File: config.mk
export PLATFORM = sky130hd
export DESIGN_NAME = cordic
export DESIGN_NICKNAME = d
export VERILOG_FILES = /design/src/rtl/cordic_pkg.sv /design/src/rtl/cordic_shift.sv /design/src/rtl/cordic.sv
export SDC_FILE = /design/constraint.sdc
export NUM_CORES = 1
export LEC_CHECK = 0
export CORE_AREA = 2 2 171 173
export CTS_BUF_LIST = sky130_fd_sc_hd__clkbuf_4 sky130_fd_sc_hd__clkbuf_8 sky130_fd_sc_hd__clkbuf_16
export CTS_CLUSTER_SIZE = 30
export DETAILED_ROUTE_END_ITERATION = 12
export DIE_AREA = 0 0 173 175
export HOLD_SLACK_MARGIN = 0.05
export PLACE_DENSITY = 0.52
export SYNTH_ARGS = -nofsm -noshare
export SYNTH_HDL_FRONTEND = slang
export SYNTH_SLANG_ARGS = --single-unit
File: constraint.sdc
create_clock -name clk -period 11.5 [get_ports clk]
set_input_delay 1.725 -clock clk [delete_from_list [all_inputs] [get_ports clk]]
set_output_delay 1.725 -clock clk [all_outputs]
set_load 0.02 [all_outputs]
File: src/rtl/cordic_pkg.sv
// Shared types and constants for the CORDIC sine datapath (Q2.19 signed words).
// Parents index ATAN_LUT with the 1-based iteration number via atan_for_iter().
package cordic_pkg;

    localparam int WORD_LENGTH = 21;
    localparam int FRAC_BITS   = 19;
    localparam int ITER_WIDTH  = 5;
    localparam int LUT_DEPTH   = 20;

    typedef logic signed [WORD_LENGTH-1:0] q2_19_t;

    // Start x with 1/K so the final y needs no gain correction.
    localparam q2_19_t X0 = 21'sh04DBA7;

    // round(atan(2^-k) * 2^19) for k = 0 .. LUT_DEPTH-1
    localparam q2_19_t ATAN_LUT [LUT_DEPTH] = '{
        21'sh06487F, 21'sh03B58D, 21'sh01F5B7, 21'sh00FEAE,
        21'sh007FD5, 21'sh003FFB, 21'sh001FFF, 21'sh001000,
        21'sh000800, 21'sh000400, 21'sh000200, 21'sh000100,
        21'sh000080, 21'sh000040, 21'sh000020, 21'sh000010,
        21'sh000008, 21'sh000004, 21'sh000002, 21'sh000001
    };

    function automatic q2_19_t atan_for_iter(input logic [ITER_WIDTH-1:0] iter);
        int k;
        k = (iter == '0) ? 0 : int'(iter) - 1;
        return (k < LUT_DEPTH) ? ATAN_LUT[k] : '0;
    endfunction

endpackage

File: src/rtl/cordic_shift.sv
// Combinational arithmetic right shifter; shifts of WIDTH or more collapse
// to the sign fill so callers never depend on out-of-range shift semantics.
module cordic_shift #(
    parameter int WIDTH     = 21,
    parameter int AMT_WIDTH = 5
) (
    input  logic signed [WIDTH-1:0]     data,
    input  logic        [AMT_WIDTH-1:0] amount,
    output logic signed [WIDTH-1:0]     result
);

    always_comb begin
        result = {WIDTH{data[WIDTH-1]}};
        if (int'(amount) < WIDTH) begin
            result = data >>> amount;
        end
    end

endmodule

File: src/rtl/cordic.sv
// One registered rotation-mode CORDIC micro-rotation; the parent supplies
// x/y/z, the arctan constant and the 1-based iteration index each cycle.
module cordic
    import cordic_pkg::*;
#(
    parameter int WORD_LENGTH = cordic_pkg::WORD_LENGTH,
    parameter int ITER_WIDTH  = cordic_pkg::ITER_WIDTH
) (
    input  logic                          clk,
    input  logic                          rst,
    input  logic signed [WORD_LENGTH-1:0] x_i,
    input  logic signed [WORD_LENGTH-1:0] y_i,
    input  logic signed [WORD_LENGTH-1:0] z_i,
    input  logic signed [WORD_LENGTH-1:0] alpha_i,
    input  logic        [ITER_WIDTH-1:0]  iteration_i,
    output logic signed [WORD_LENGTH-1:0] next_x_o,
    output logic signed [WORD_LENGTH-1:0] next_y_o,
    output logic signed [WORD_LENGTH-1:0] next_z_o
);

    logic        [ITER_WIDTH-1:0]  shift_amt;
    logic signed [WORD_LENGTH-1:0] x_shifted;
    logic signed [WORD_LENGTH-1:0] y_shifted;
    logic                          z_negative;

    // Iteration 0 is treated like iteration 1 rather than wrapping to a huge shift.
    assign shift_amt  = (iteration_i == '0) ? '0 : iteration_i - 1'b1;
    assign z_negative = z_i[WORD_LENGTH-1];

    cordic_shift #(
        .WIDTH     (WORD_LENGTH),
        .AMT_WIDTH (ITER_WIDTH)
    ) u_shift_x (
        .data   (x_i),
        .amount (shift_amt),
        .result (x_shifted)
    );

    cordic_shift #(
        .WIDTH     (WORD_LENGTH),
        .AMT_WIDTH (ITER_WIDTH)
    ) u_shift_y (
        .data   (y_i),
        .amount (shift_amt),
        .result (y_shifted)
    );

    // Wrapping arithmetic is intentional; no saturation.
    always_ff @(posedge clk) begin
        if (rst) begin
            next_x_o <= '0;
            next_y_o <= '0;
            next_z_o <= '0;
        end else if (z_negative) begin
            next_x_o <= x_i + y_shifted;
            next_y_o <= y_i - x_shifted;
            next_z_o <= z_i + alpha_i;
        end else begin
            next_x_o <= x_i - y_shifted;
            next_y_o <= y_i + x_shifted;
            next_z_o <= z_i - alpha_i;
        end
    end

endmodule

---- Word level (Yosys, flattened, before mapping) ----
Cells that the tools add are included.
operators by class
  $add $sub $neg .......................... 7
  $lt $le $gt $ge ......................... 1
  shifts and indexed selects .............. 2
  multiplexer cells ....................... 6
  reduce and logical (&&, ||, !) cells .... 1
operators by type and width
  kind                                                                number
  21-bit two-way mux                                                  5
  21-bit adder                                                        3
  21-bit subtractor                                                   3
  21-bit by 5-bit >>> shifter with 21-bit output                      2
  5-bit logical NOT                                                   1
  5-bit less-than comparator, second input constant                   1
  5-bit two-way mux                                                   1
  5-bit by 1-bit subtractor with 5-bit output, second input constant  1
storage, ports and cells
  register bits after elaboration ......... 63
  bits of input ports ..................... 91
  output and inout port bits .............. 63
  word-level logic and storage cells ...... 20

---- Longest topological paths before layout ----
Gate-level depths: netlist of run 1.
  depth in word-level cells ............... 6
  depth in mapped cells ................... 29
  mapped depth without buffers ............ 25

---- Hierarchy ----
Synthesis of run 1 repeated with hierarchy kept, for this count alone.
second synthesis, totals
  cell total of the unflattened synthesis .. 947
  area total of the unflattened synthesis .. 8094.0 sq um
by module, submodules not included
  module        times used  cells an instance  area an instance (sq um)  seq. area each (sq um)
  cordic        1           717                5776.8                    1261.2
  cordic_shift  2           115                1158.6                    0.0

---- Least setup slack after synthesis of run 1 ----
OpenSTA, ideal clock, no wires.
  path type ............................... in2reg
  start ................................... input port iteration_i[0]
  end ..................................... register next_y_o[20]
  library setup time ...................... 71 ps
  arrival ................................. 7320 ps
  slack ................................... 4109 ps
  stages on the path ...................... 23
  buffers on the path ..................... 2
  path through ............................ clkinv_1 -> clkbuf_1 -> ha_1 -> or4b_1 -> buf_2 -> nand2_4 -> mux4_2 -> mux4_2 -> mux2i_1 -> or3b_1 -> nor3b_1 -> and3_1 -> a21oi_1 -> xnor2_1 -> ha_1 -> a21o_1 -> a21oi_1 -> o211a_1 -> o31ai_1 -> o41ai_1 -> o21a_1 -> or3b_1 -> a21oi_1
on the way
  cells in the longest elaborated chain, start to end .. 6
  elaborated cells on any way between the ends .. 9
  classes of those cells .................. 3 x add/sub; 1 x order compare; 1 x shift; 3 x mux; 1 x reduce/logical
ends and longest elaborated chain
  item                                                                                                 line                                    source
  from (decl)                                                                                          cordic.sv:15                            input logic [ITER_WIDTH-1:0] iteration_i,
  5-bit by 1-bit subtractor with 5-bit output / 5-bit logical NOT (equally long branches)              cordic.sv:27                            assign shift_amt = (iteration_i == '0) ? '0 : iteration_i - 1'b1;
  5-bit two-way mux *                                                                                  cordic.sv:27
  21-bit by 5-bit >>> shifter with 21-bit output / 5-bit less-than comparator (equally long branches)  cordic_shift.sv:15, cordic_shift.sv:14
  21-bit two-way mux *                                                                                 cordic_shift.sv:14                      if (int'(amount) < WIDTH) begin
  21-bit adder / 21-bit subtractor (equally long branches)                                             cordic.sv:60, cordic.sv:56
  21-bit two-way mux *                                                                                 cordic.sv:54                            end else if (z_negative) begin
  to (signal assigned)                                                                                 cordic.sv:56                            next_y_o <= y_i - x_shifted;
  to (signal assigned)                                                                                 cordic.sv:60                            next_y_o <= y_i + x_shifted;
  to (decl)                                                                                            cordic.sv:17                            output logic signed [WORD_LENGTH-1:0] next_y_o,
Every way passes the cells marked *; elsewhere a longest branch is shown, timed or not.
A chain may end at the register's enable or synchronous reset.

---- Worst setup path in the final report of run 1 ----
  start ................................... input port iteration_i[1]
  end ..................................... register next_y_o[20]
Same word-level chain as after synthesis.

==> results_dict.tcl, run 1 <==
set metrics [dict create \
    run_status "finished, final reports clean" \
    numCtsBuffers 9 \
    cp_common_cell "a21oi_1" \
    dr.pass1.iters 5 \
    fillers 3065 \
    critPathCaptureType "flip-flop" \
    crit_arrival_ns 8.33 \
    cp_max_fo 41 \
    hpwl_mm 23.94 \
    worstPathCellList "clkdlybuf4s50_1 > inv_1 > ha_2 > buf_4 > mux2i_1 > o21ai_0 > mux2_2 > mux4_2 > mux2i_1 > or3b_1 > nor3b_1 > and3_1 > a21oi_1 > xnor2_1 > ha_1 > a21o_1 > a21oi_1 > o211a_1 > o31ai_1 > o41ai_1 > o21a_1 > or3b_1 > a21oi_1" \
    cpPeakStageDelay_ns 0.70 \
    ioPinCount 154 \
    required_ns 11.77 \
    cts_resized 0 \
    dpl_cell_area_um2 10290 \
    synthArstFlopShare_pct 0 \
    drv_slew 0 \
    max_freq_mhz 124.0 \
    p_leak_uw 0.004142 \
    nets 1419 \
    grt_overflow_total 0 \
    cts_setup_buffers 0 \
    clock_path_buffers 2 \
    multi_input_area_um2 6779 \
    grt_max_degree 65 \
    drt_iter0_markers 901 \
    rsz0062_at_grt "no" \
    diodes 0 \
    rows 62 \
    die_area_um2 30280 \
    syn-mean-instance-area_um2 7.383 \
    cts_root_buffer "clkbuf_16" \
    min_path_cells 3 \
    area_delta_synth_final_pct 25.71 \
    grt_pass1_wl_mm 48.88 \
    post-place-ws_ns 3.152 \
    routedWlPerCell_um 19.01 \
    tightest_slew_ns 1.125 \
    relSlewSlack_pct 24.70 \
    grt_pass1_vias 8800 \
    final.setup.tns_ns 0 \
    htreeDepth 3 \
    regArea_um2 1261 \
    cp_slowest_cell "ha_2" \
    core-area_um2 28390 \
    hp-class "in2reg" \
    holdPathEnd "next_z_o[13]$_SDFF_PP0_" \
    drc 0 \
    ctsHoldBuffers 0 \
    ant_nets 0 \
    numClockSinks 63 \
    ys.flop_type "dfxtp_1" \
    initial_core_util_pct 29.67 \
    syn-num-nets 1303 \
    power_density_nw_per_um2 135.6 \
    ys_types 88 \
    die_w_um 173 \
    syn-cell-area_um2 8424 \
    synth_seq_cells 63 \
    hold_start "rst" \
    vias 9156 \
    globalRouteTotalUtil_pct 20.23 \
    vdd_ir_drop_max_uv 87.32 \
    worstSetupStartpointType "primary input" \
    hold_viol_final 0 \
    ys_warn_count 0 \
    final_area_um2 10590 \
    dp.cells 1630 \
    vias_per_cell 5.563 \
    grt_antenna_before_repair 0 \
    synth-edff-count 0 \
    drive_gt1_share_pct 6.339 \
    cts_tree "yes" \
    layoutNonFillerInstCount 1646 \
    setup_viol 0 \
    gp_congestion 0.9343 \
    crit_buf_inv 3 \
    period_share_pct 70.11 \
    path_delay_family "compound AO/OA/AOI/OAI gates" \
    port_buffers 153 \
    crit_type "in2reg" \
    max-cap-violations 0 \
    ys_seq_area_share_pct 14.97 \
    wl_mm 31.29 \
    fin_ws_ns 3.438 \
    fin_crit_ns 8.062 \
    clkSlewWorstSetupHoldPaths_ns 0.07 \
    syn_inst 1141 \
    die_h_um 175 \
]
cells in the mapped netlist (9+ instances only):
cell type    n  area [µm²]
a21oi_1     74       370.4
nand3_1     29       145.1
a2111oi_0   13       113.9
dfxtp_1     63        1261
xor2_1      45       394.1
a211oi_1    18       135.1
a22oi_1     14       105.1
mux2_2      10       112.6
xnor2_1     56       490.5
mux2i_1     27       270.3
buf_2       16       80.08
nor2b_1     35       219.0
nor3_1      37       185.2
a21o_1      17       127.6
nand2b_1    18       112.6
ha_1        68       850.8
o211ai_1    16       120.1
nor2_1     139       521.8
o31ai_1     19       142.6
and3_1       9       56.30
a31oi_1     22       137.6
nand2_1     73       274.0
clkbuf_1    45       168.9
o21ai_0     87       435.4
inv_1       31       116.4
sequential cells by signal, summed over array words and instances (netlist names):
register,cells
next_x_o,21
next_y_o,21
next_z_o,21
per-layer routing:
layer	track usage (%)	wire length (µm)	vias up
li1	-	-	4461
met1	27.80	14560	4287
met2	31.70	13790	350
met3	3.416	2083	58
met4	7.521	855	0
met5	0	0	-
where the power goes:
group	internal, µW	total, µW	switching, µW	leakage [µW]
Clock	173	290	117	0.000151
Combinational	374	854	480	0.00347
Sequential	276	292	16.2	0.000525
worst max path at each step:
stage	endpoint	start	cells after the start
6_report	next_y_o[20]$_SDFF_PP0_	iteration_i[1]	23
3_5_place_dp	next_y_o[20]$_SDFF_PP0_	iteration_i[3]	21
3_3_place_gp	next_x_o[20]$_SDFF_PP0_	iteration_i[1]	25
4_1_cts	next_y_o[20]$_SDFF_PP0_	iteration_i[3]	21
5_1_grt	next_y_o[20]$_SDFF_PP0_	iteration_i[1]	23
2_1_floorplan	next_y_o[20]$_SDFF_PP0_	iteration_i[0]	23
kinds of logic (layout without fill, tap and decap cells):
group           after synthesis  count (layout)  synth area share [%]
flops                        63              63                 14.97
mux                          46              46                 6.862
fa+ha+maj                    71              71                 10.81
simple gates                394             394                 22.81
compound gates              368             368                 29.35
buf+inv                      98             219                 4.693
xor+xnor                    101             101                 10.50
area by class of cell:
cell class,count,area share (%)
Multi-Input combinational cell,980,64.01
Clock buffer,11,2.268
Clock inverter,5,0.5435
Tap cell,384,4.537
Sequential cell,63,11.91
Timing Repair Buffer,171,15.60
Inverter,32,1.134
per-stage QoR:
stage / power (µW) / util (%) / hold WS (ns)
after detailed placement: 1142 / 36.25 / 2.394
after floorplan: 858.2 / - / 1.949
final: 1436 / 37.30 / 1.992
after global routing: 1547 / 37.30 / 2.066
after global placement: 1146 / 36.25 / 2.389
after CTS: 1446 / 37.30 / 2.020
placed cells by master (no fill, tap or decap), types with 37 or more instances in the layout:
cell type / n
xnor2_1: 56
clkdlybuf4s50_1: 150
nand2_1: 73
dfxtp_1: 63
nor2_1: 139
ha_1: 67
o21ai_0: 87
nor3_1: 37
xor2_1: 45
a21oi_1: 74
No activity file was read; power rests on OpenSTA's default activity.
==> run 2, diff against run 1 <==
clock period = 8 ns   (was 11.5 ns; I/O delays follow)
==> run 2 against run 1 <==
Compared with the run above:
- global-route usage rose by 0.69 points
- power is 45% higher
- via count increased by 0.28%
- critical endpoint unchanged
- critical path type unchanged
- setup slack lost 2.7 ns
- sequential cell count did not move
- final cell count is 1.3% higher
- non-clock buffer count grew 21
- sequential power grew 43%
- combinational power rose by 46%
==> results_dict.tcl, run 2 (synthesis gave the netlist of run 1 again) <==
set metrics [dict create \
    relSlewSlack_pct 35.23 \
    cts_setup_buffers 0 \
    tightest_slew_ns 0.9716 \
    final.setup.tns_ns 0 \
    hold_viol_final 0 \
    rsz0062_at_grt "no" \
    gp_congestion 0.9507 \
    period_share_pct 90.25 \
    post-place-ws_ns 0.4835 \
    routedWlPerCell_um 19.37 \
    dr.pass1.iters 5 \
    setup_viol 0 \
    hpwl_mm 25.07 \
    diodes 0 \
    numClockSinks 63 \
    htreeDepth 3 \
    clkSlewWorstSetupHoldPaths_ns 0.06 \
    final_cell_mix "clkdlybuf4s50_1 (150), nor2_1 (139), o21ai_0 (87)" \
    die_w_um 173 \
    numCtsBuffers 9 \
    ioPinCount 154 \
    crit_type "in2reg" \
    final_area_um2 10750 \
    drc 0 \
    grt_max_degree 65 \
    grt_antenna_before_repair 0 \
    grt_overflow_total 0 \
    globalRouteTotalUtil_pct 20.92 \
    required_ns 8.27 \
    initial_core_util_pct 29.67 \
    die_area_um2 30280 \
    worstSetupStartpointType "primary input" \
    min_path_cells 3 \
    vdd_ir_drop_max_uv 95.62 \
    critPathCaptureType "flip-flop" \
    clock_path_buffers 2 \
    ant_nets 0 \
    cts_tree "yes" \
    nets 1440 \
    crit_arrival_ns 7.49 \
    p_leak_uw 0.004244 \
    ctsHoldBuffers 0 \
    hold_start "rst" \
    max_freq_mhz 138.5 \
    core-area_um2 28390 \
    vias_per_cell 5.508 \
    utilization_pct 37.85 \
    reg_top3 "next_x_o (21), next_y_o (21), next_z_o (21)" \
    final_common_cell "clkdlybuf4s50_1" \
    cts_root_buffer "clkbuf_16" \
    hp-class "in2reg" \
    wl_mm 32.29 \
    dpl_cell_area_um2 10450 \
    drt_iter0_markers 637 \
    die_h_um 175 \
    fin_ws_ns 0.7798 \
    grt_pass1_vias 8854 \
    fin_crit_ns 7.220 \
    cp_max_fo 27 \
    run_status "finished, final reports clean" \
    port_buffers 153 \
    cts_resized 0 \
    grt_pass1_wl_mm 50.21 \
    area_delta_synth_final_pct 27.58 \
    drv_slew 0 \
    power_density_nw_per_um2 194.1 \
    rows 62 \
    design_power_total_uw 2086 \
    vias 9182 \
    holdPathEnd "next_z_o[10]$_SDFF_PP0_" \
    max-cap-violations 0 \
    drive_gt1_share_pct 7.872 \
]
[run 2: worst max path at each step]
stage	slack [ns]	depth (start not counted)	endpoint	from
6_report	0.78	24	next_y_o[20]$_SDFF_PP0_	iteration_i[1]
2_1_floorplan	1.13	23	next_y_o[20]$_SDFF_PP0_	iteration_i[0]
3_3_place_gp	0.49	25	next_y_o[20]$_SDFF_PP0_	iteration_i[1]
4_1_cts	0.83	24	next_y_o[20]$_SDFF_PP0_	iteration_i[1]
3_5_place_dp	0.48	24	next_y_o[20]$_SDFF_PP0_	iteration_i[1]
5_1_grt	0.43	25	next_x_o[20]$_SDFF_PP0_	iteration_i[1]
[run 2: critical path: stages]
cell	delay [ns]
clkdlybuf4s50_1	0.46
inv_1	0.08
ha_2	0.16
or4b_1	0.43
buf_4	0.26
nand2_4	0.22
mux4_2	0.54
mux4_2	0.47
mux2i_1	0.25
or3b_1	0.43
nor3b_1	0.26
buf_4	0.17
and3_1	0.19
a21oi_1	0.09
xnor2_1	0.15
ha_1	0.35
a21o_1	0.18
a21oi_1	0.17
o211a_1	0.19
o31ai_1	0.11
o41ai_1	0.42
o21a_1	0.21
or3b_1	0.34
a21oi_1	0.14
[run 2: routing by layer]
metal / GRT usage (%) / wire (µm) / vias to the layer above
li1: - / - / 4499
met1: 28.96 / 15120 / 4291
met2: 32.42 / 14240 / 331
met3: 2.850 / 1736 / 61
met4: 9.110 / 1201 / 0
met5: 0 / 0 / -
[run 2: layout make-up]
type                    instances  area [µm²]
inverters                      32       120.1
clock buffers                  11       240.2
well taps                     384       480.5
multi-input cells             980        6779
clock inverters                 5       57.56
repair buffers                192        1809
flip-flops and latches         63        1261
fillers                      3062       17640
[run 2: through the flow]
stage / hold WS, ns / std cells
after floorplan: 1.424 / 1141
final: 1.475 / 1667
after global placement: 1.863 / 1651
after CTS: 1.488 / 1667
after detailed placement: 1.865 / 1651
after global routing: 1.530 / 1667
[run 2: power by group]
group          internal, µW  switching [µW]  total [µW]
registers               396            22.5         419
clock network           249             168         417
logic                   550             700        1250
total                  1200             891        2090
==> run 3, diff against run 2 <==
SKIP_CTS_REPAIR_TIMING = 1   (was unset)
clock period = 7 ns   (was 8 ns; I/O delays follow)
==> run 3 against run 2 <==
Compared with the run above:
- critical path depth unchanged
- sequential share of layout area down 0.58 points
- utilization up 2.0 points
- highest routed layer unchanged
- sequential power up 14%
- sequential cell count unchanged
- combinational power up 22%
- first-iteration DRC count down 17%
- setup slack worse by 0.43 ns
- wire length up 3.9%
- global-route usage up 0.80 points
- clock power up 15%
- critical endpoint unchanged
==> results_dict.tcl, run 3 (synthesis gave the netlist of run 1 again) <==
set metrics [dict create \
    run_status "finished, final reports clean" \
    grt_pass1_vias 9248 \
    grt_pass1_wl_mm 52.04 \
    cts_root_buffer "clkbuf_16" \
    regArea_um2 1261 \
    switchingPower_uw 1031 \
    rows 62 \
    ant_nets 0 \
    startpoint "iteration_i[1]" \
    grt_util_met3_pct 2.850 \
    cts_tree "yes" \
    vdd_ir_drop_max_uv 115.5 \
    routedWlPerCell_um 19.43 \
    die_area_um2 30280 \
    reg_top3 "next_x_o (21), next_y_o (21), next_z_o (21)" \
    final.setup.tns_ns 0 \
    endpoint "next_y_o[20]$_SDFF_PP0_" \
    area_delta_synth_final_pct 34.17 \
    required_ns 7.26 \
    grt_overflow_total 0 \
    globalRouteTotalUtil_pct 21.72 \
    numClockSinks 63 \
    cp_common_cell "a21oi_1" \
    grt_busiest_layer "met2" \
    cp_slowest_cell "mux4_2" \
    htreeDepth 3 \
    hold_viol_final 0 \
    drv_slew 0 \
    period_share_pct 94.95 \
    cpPeakStageDelay_ns 0.51 \
    wl_mm 33.56 \
    gr-usage-met1_pct 29.43 \
    multi_input_area_um2 6815 \
    final_cell_mix "clkdlybuf4s50_1 (150), nor2_1 (139), buf_4 (94)" \
    relSlewSlack_pct 41.63 \
    port_buffers 153 \
    gp_congestion 0.9698 \
    die_w_um 173 \
    max_freq_mhz 150.5 \
    cp_max_fo 5 \
    nets 1500 \
    use_met2_pct 35.77 \
    p_leak_uw 0.004568 \
    utilization_pct 39.81 \
    dr.pass1.iters 7 \
    final_common_cell "clkdlybuf4s50_1" \
    hpwl_mm 26.25 \
    power_density_nw_per_um2 218.9 \
    max-cap-violations 0 \
    fillers 3031 \
    internal_power_uw 1443 \
    drive_gt1_share_pct 12.06 \
    ioPinCount 154 \
    setup_viol 0 \
    die_h_um 175 \
    drc 0 \
    diodes 0 \
    clkSlewWorstSetupHoldPaths_ns 0.06 \
    crit_arrival_ns 6.91 \
    pwr-share-comb_pct 61.3 \
    fin_crit_ns 6.646 \
    vias 9413 \
    tightest_slew_ns 0.8646 \
    clock_path_buffers 2 \
    clockPowerShare_pct 19.4 \
    core-area_um2 28390 \
    vias_per_cell 5.450 \
    drt_iter0_markers 529 \
    initial_core_util_pct 29.67 \
    grt_max_degree 65 \
    hp-class "in2reg" \
    crit_type "in2reg" \
    p_seq_share_pct 19.3 \
    grt_antenna_before_repair 0 \
    numCtsBuffers 9 \
    swShare_pct 41.67 \
    whs_ns 1.338 \
    worstPathCellList "clkdlybuf4s50_1 > inv_1 > ha_4 > or4b_1 > buf_12 > nand2_4 > mux4_2 > mux4_2 > mux2i_1 > or3b_1 > nor3b_1 > buf_4 > and3_1 > a21oi_1 > xnor2_1 > ha_1 > a21o_1 > a21oi_1 > o211a_1 > o31ai_1 > o41ai_2 > o21a_1 > or3b_1 > a21oi_1" \
    critPathCaptureType "flip-flop" \
    worstSetupStartpointType "primary input" \
    rsz0062_at_grt "no" \
]
run 3: cell count changes in the layout (fill, tap and decap cells not counted), sizes merged:
cell      delta
buf         +60
clkbuf       +2
clkinv       -2
clkinvlp     +1
inv          -1
run 3: power groups by stage:
stage          Combinational, µW  Clock [µW]  Sequential, µW
2_1_floorplan                805           0             605
6_report                    1520         480             478
3_5_place_dp                1500           0             485
5_1_grt                     1660         511             490
4_1_cts                     1510         499             480
3_3_place_gp                1500           0             487
run 3: layer usage:
layer	part of all wire, %	routed length (µm)
met1	47	15830
met5	0	0
met4	2.4	818
met2	46	15280
met3	4.9	1643
run 3: worst min path at each step:
stage / startpoint / to / cells past startpoint
global placement: rst / next_y_o[0]$_SDFF_PP0_ / 3
floorplan: alpha_i[0] / next_z_o[0]$_SDFF_PP0_ / 2
CTS: rst / next_z_o[3]$_SDFF_PP0_ / 3
finish: rst / next_z_o[3]$_SDFF_PP0_ / 3
global route: rst / next_y_o[3]$_SDFF_PP0_ / 3
detailed placement: rst / next_y_o[3]$_SDFF_PP0_ / 3
run 3: metrics by stage:
step	instance area, µm²	setup slack (ns)	std cells	total power [µW]
after floorplan	8424	0.2841	1141	1410
after global placement	10960	-0.01080	1711	1987
after detailed placement	10960	-0.09092	1711	1982
after CTS	11270	0.2633	1727	2488
after global routing	11300	0.08080	1727	2657
final	11300	0.3536	1727	2474
run 3: worst max-delay path: cells and delay by family:
| kind | cells | cell delay, ns |
|---|---|---|
| compound gates | 8 | 1.35 |
| simple gates | 6 | 1.87 |
| xor+xnor | 1 | 0.15 |
| mux | 3 | 1.14 |
| fa+ha+maj | 2 | 0.44 |
| buf+inv | 4 | 0.89 |
run 3: cell type report:
| cell class | count | share of cell area (%) |
|---|---|---|
| sequential | 63 | 11.16 |
| inverter | 32 | 1.063 |
| multi-input combinational | 980 | 60.29 |
| clock inverter | 3 | 0.3764 |
| tap | 384 | 4.251 |
| clock buffer | 13 | 2.313 |
| timing repair buffer | 252 | 20.54 |
